<file path="src/rtl/instruction_fetch.sv">
// Instruction fetch stage: issues reads from pc, buffers returned
// words with their fetch address in a 2-deep queue toward decode.
module instruction_fetch #(
    parameter int INSTR_W = 16,
    parameter int ADDR_W  = 8
) (
    input  logic               clk,
    input  logic               reset,
    input  logic               run,
    input  logic               flush,
    input  logic [ADDR_W-1:0]  pc,
    output logic               enable_increment,
    output logic               imem_en,
    output logic [ADDR_W-1:0]  imem_addr,
    input  logic [INSTR_W-1:0] imem_rdata,
    output logic [INSTR_W-1:0] instr,
    output logic [ADDR_W-1:0]  instr_pc,
    output logic               instr_valid,
    input  logic               instr_ready
);

    typedef struct packed {
        logic [INSTR_W-1:0] instr;
        logic [ADDR_W-1:0]  pc;
    } entry_t;

    logic [1:0]        count;
    logic              inflight;
    logic [ADDR_W-1:0] tag;
    entry_t            head_q;
    entry_t            tail_q;

    logic       pop;
    logic       push;
    logic       issue;
    logic [1:0] in_use;
    entry_t     fill;

    assign in_use = count + {1'b0, inflight};
    assign pop    = instr_valid & instr_ready;
    assign push   = inflight & ~flush;
    // Gated by reset so the strobes read zero while reset is held.
    assign issue  = reset & run & ~flush & ((in_use < 2'd2) | pop);
    assign fill   = {imem_rdata, tag};

    assign instr_valid      = (count != 2'd0);
    assign instr            = head_q.instr;
    assign instr_pc         = head_q.pc;
    assign imem_en          = issue;
    assign enable_increment = issue;
    assign imem_addr        = issue ? pc : '0;

    always_ff @(posedge clk or negedge reset) begin
        if (!reset) begin
            count    <= 2'd0;
            inflight <= 1'b0;
            tag      <= '0;
            head_q   <= '0;
            tail_q   <= '0;
        end else begin
            // Read data is valid exactly one cycle after the strobe.
            inflight <= issue;
            if (issue) begin
                tag <= pc;
            end
            if (flush) begin
                count <= 2'd0;
            end else begin
                case ({push, pop})
                    2'b10: begin
                        if (count == 2'd0) begin
                            head_q <= fill;
                        end else begin
                            tail_q <= fill;
                        end
                        count <= count + 2'd1;
                    end
                    2'b01: begin
                        head_q <= tail_q;
                        count  <= count - 2'd1;
                    end
                    2'b11: begin
                        if (count == 2'd1) begin
                            head_q <= fill;
                        end else begin
                            head_q <= tail_q;
                            tail_q <= fill;
                        end
                    end
                    default: begin
                    end
                endcase
            end
        end
    end

endmodule
</file>
<file path="config.mk">
export PLATFORM = sky130hd
export DESIGN_NAME = instruction_fetch
export DESIGN_NICKNAME = d
export VERILOG_FILES = /design/src/rtl/instruction_fetch.sv
export SDC_FILE = /design/constraint.sdc
export NUM_CORES = 1
export LEC_CHECK = 0
export ABC_AREA = 1
export BUFFER_PORTS_ARGS = -buffer_cell sky130_fd_sc_hd__buf_2
export CORE_ASPECT_RATIO = 1.75
export CORE_MARGIN = 2
export CORE_UTILIZATION = 35
export DETAILED_ROUTE_END_ITERATION = 8
export PLACE_DENSITY = 0.61
export REMOVE_ABC_BUFFERS = 1
export SLEW_MARGIN = 5
export SYNTH_ARGS = -nofsm -noshare
export SYNTH_HDL_FRONTEND = slang
export SYNTH_SLANG_ARGS = --single-unit
</file>
<file path="constraint.sdc">
create_clock -name clk -period 2.8 [get_ports clk]
set_input_delay 0.28 -clock clk [delete_from_list [all_inputs] [get_ports clk]]
set_output_delay 0.28 -clock clk [all_outputs]
set_load 0.01 [all_outputs]
</file>
==> flow_summary.json <==
{
  "status": "completed",
  "r2r-end": "tail_q[18]",
  "critPathKind": "reg2out",
  "total_power_mw": 3.912,
  "grt_max_degree": 60,
  "cts.repair.resized": 0,
  "max_slew.worst_pin.slew_ns": 0.7462,
  "critical_path_required_ns": 2.52,
  "dr.first_iter.drc_count": 213,
  "cts_buffers": 9,
  "r2r_cells": 8,
  "rsz0062_at_grt": "false",
  "io_buffers": 63,
  "synth.area.top_cells": "dfrtp_1, nand2_1, nor2_1",
  "ir_worst_vdd_mv": 0.3823,
  "ys_seq_area_share_pct": 45.77,
  "synth-seq-cells": 59,
  "slowest_delay_ns": 0.43,
  "placed_area_um2": 3591,
  "yosysWarnings": 0,
  "vias": 2822,
  "root_buffer": "clkbuf_16",
  "hold_class": "in2async",
  "gp_congestion": 0.8143,
  "insertion_delay_ns": 0.33,
  "dieArea_um2": 10030,
  "hold_viol_final": 0,
  "cts_setup_buffers": 0,
  "combPwrFrac_pct": 33.2,
  "reg2reg_slack_ns": 0.78,
  "coreArea_um2": 9036,
  "area_growth_pct": 21.06,
  "fp.dieW_um": 76.57,
  "p_int_mw": 2.525,
  "period_share_pct": 85.08,
  "seqPwrFrac_pct": 37.5,
  "critPathSlowestCell": "dfrtp_1",
  "skew_ns": 0.006871,
  "postRouteAntennaNets": 0,
  "grt_pass1_wl_mm": 12.54,
  "synth_area_um2": 3226,
  "drt-pass1-iter-count": 4,
  "routed_via_density": 4.530,
  "powerDensity_nw_per_um2": 1002,
  "grt_overflow": 0,
  "wl_per_cell_um": 11.90,
  "start_util_pct": 35.70,
  "dp_hpwl_mm": 5.106,
  "nNetsFinal": 531,
  "p_switching_mw": 1.386,
  "period_needed_ns": 2.382,
  "crit_end": "imem_en",
  "grt_usage_pct": 15.94,
  "start_kind": "flip-flop",
  "final-max-slew-violation-count": 0,
  "end_kind": "primary output",
  "cts_tree": "yes",
  "cp-startpoint": "count[0]",
  "synth_top_cell_area_share_pct": 45.77,
  "clock-sinks": 59,
  "layout-drive-gt1-share_pct": 21.27,
  "fmax_ghz": 0.4198,
  "drv_cap": 0,
  "sw_frac_of_total_pct": 35.44,
  "antenna_found_initial": 0,
  "synth_cells": 439,
  "diodes": 0,
  "drc": 0,
  "clk_pin_slew_ns": 0.05,
  "critPathMaxFanout": 25,
  "syn_avg_cell_area_um2": 7.348,
  "setup_viol_count_final": 0,
  "crit_chain": "inv_1, ha_1, inv_2, nand2_4, nand3_4, nand2_4, inv_1, buf_2",
  "num_io_pins": 64,
  "drt_wl_total_mm": 7.413,
  "cts_max_path_buffers": 2,
  "timing.slew.headroom_pct": 50.25,
  "synth_top_cell_by_area": "dfrtp_1",
  "tns_ns": 0,
  "htreeDepth": 3,
  "grt_pass1_vias": 2746,
  "leakage_nw": 2.146,
  "pwr-share-clk_pct": 29.3,
  "ys_types": 24,
  "die_y_um": 131.0,
  "row_count": 46,
  "r2r_start": "count[1]",
  "worstPathArrival_ns": 2.10,
  "holdBufCountCts": 0,
  "final_cell_area_um2": 3905
}
==> placed cells by master (no fill, tap or decap) <==
| cell | count |
|---|---|
| nand3_1 | 34 |
| clkbuf_16 | 9 |
| nand3_4 | 1 |
| ha_1 | 3 |
| nor2_4 | 2 |
| clkbuf_8 | 4 |
| a21oi_1 | 6 |
| nand2_2 | 3 |
| o21ai_1 | 14 |
| inv_1 | 46 |
| dfrtp_1 | 59 |
| buf_2 | 63 |
| nand2_1 | 169 |
| bufinv_16 | 1 |
| nand2_4 | 4 |
| nand4_1 | 1 |
| o21ai_2 | 7 |
| o21ai_0 | 15 |
| nor2_8 | 1 |
| nand3_2 | 1 |
| buf_4 | 5 |
| nor2_1 | 48 |
| clkbuf_1 | 1 |
| o211ai_4 | 1 |
| inv_2 | 5 |
==> cells by family after synthesis <==
kind of cell	share of synthesized area, %
AND/OR/NAND/NOR	34.87
flip-flops	45.77
adder cells (fa/ha/maj)	1.164
buffers and inverters	10.47
AO/OA/AOI/OAI	7.719
==> worst max-delay path: cells and delay by family (launching register included) <==
family | cells | cell delay, ns
AND/OR/NAND/NOR | 3 | 0.54
adder cells (fa/ha/maj) | 1 | 0.32
flip-flops | 1 | 0.43
buffers and inverters | 4 | 0.48
==> metrics by stage <==
step	std cells	util (%)	setup WS, ns	hold slack, ns
final	623	43.22	0.4178	0.1311
after global routing	623	43.22	0.2395	0.2046
after CTS	623	43.22	0.3664	0.1523
after detailed placement	608	39.74	0.7133	0.4645
after global placement	608	39.74	0.7664	0.4575
after floorplan	420	-	0.3742	-0.01559
==> layer usage <==
metal,routed length [um],GRT usage [%],vias up
li1,-,-,1469
met1,3028,17.00,1289
met2,3947,29.00,55
met3,292,3.984,9
met4,144,8.556,0
met5,0,0,-
==> power groups by stage <==
stage	clock (mW)	combinational [mW]	sequential [mW]
after floorplan	0	0.814	1.53
after global placement	0	1.28	1.47
after detailed placement	0	1.32	1.48
after CTS	1.17	1.33	1.47
after global routing	1.20	1.50	1.53
final	1.14	1.30	1.47
==> layout make-up <==
| class | count | area [um2] |
|---|---|---|
| Clock buffer | 14 | 284.0 |
| Clock inverter | 1 | 30.03 |
| Fill cell | 935 | 5131 |
| Inverter | 51 | 191.4 |
| Multi-Input combinational cell | 310 | 1420 |
| Sequential cell | 59 | 1476 |
| Tap cell | 120 | 150.1 |
| Timing Repair Buffer | 68 | 352.8 |
==> flip-flops by register name (all words and copies together) (netlist names) <==
| name | flops |
|---|---|
| tail_q | 24 |
| instr | 16 |
| instr_pc | 8 |
| tag | 8 |
| count | 2 |
| inflight | 1 |
==> worst min-delay path by stage <==
stage,start,endpoint,cells after the start
final,reset,inflight,2
after global routing,reset,inflight,2
after CTS,reset,inflight,2
after detailed placement,instr[15],instr[15],2
after global placement,instr[11],instr[11],2
after floorplan,reset,count[0],0
==> cell usage after synthesis (all sizes together) <==
library cell / count
ha: 3
inv: 51
o21ai: 36
nand4: 1
dfrtp: 59
nand3: 36
buf: 15
a21oi: 6
o211ai: 1
clkbuf: 4
nand2: 176
nor2: 51
Note: power is estimated with default switching activity, not from simulation.
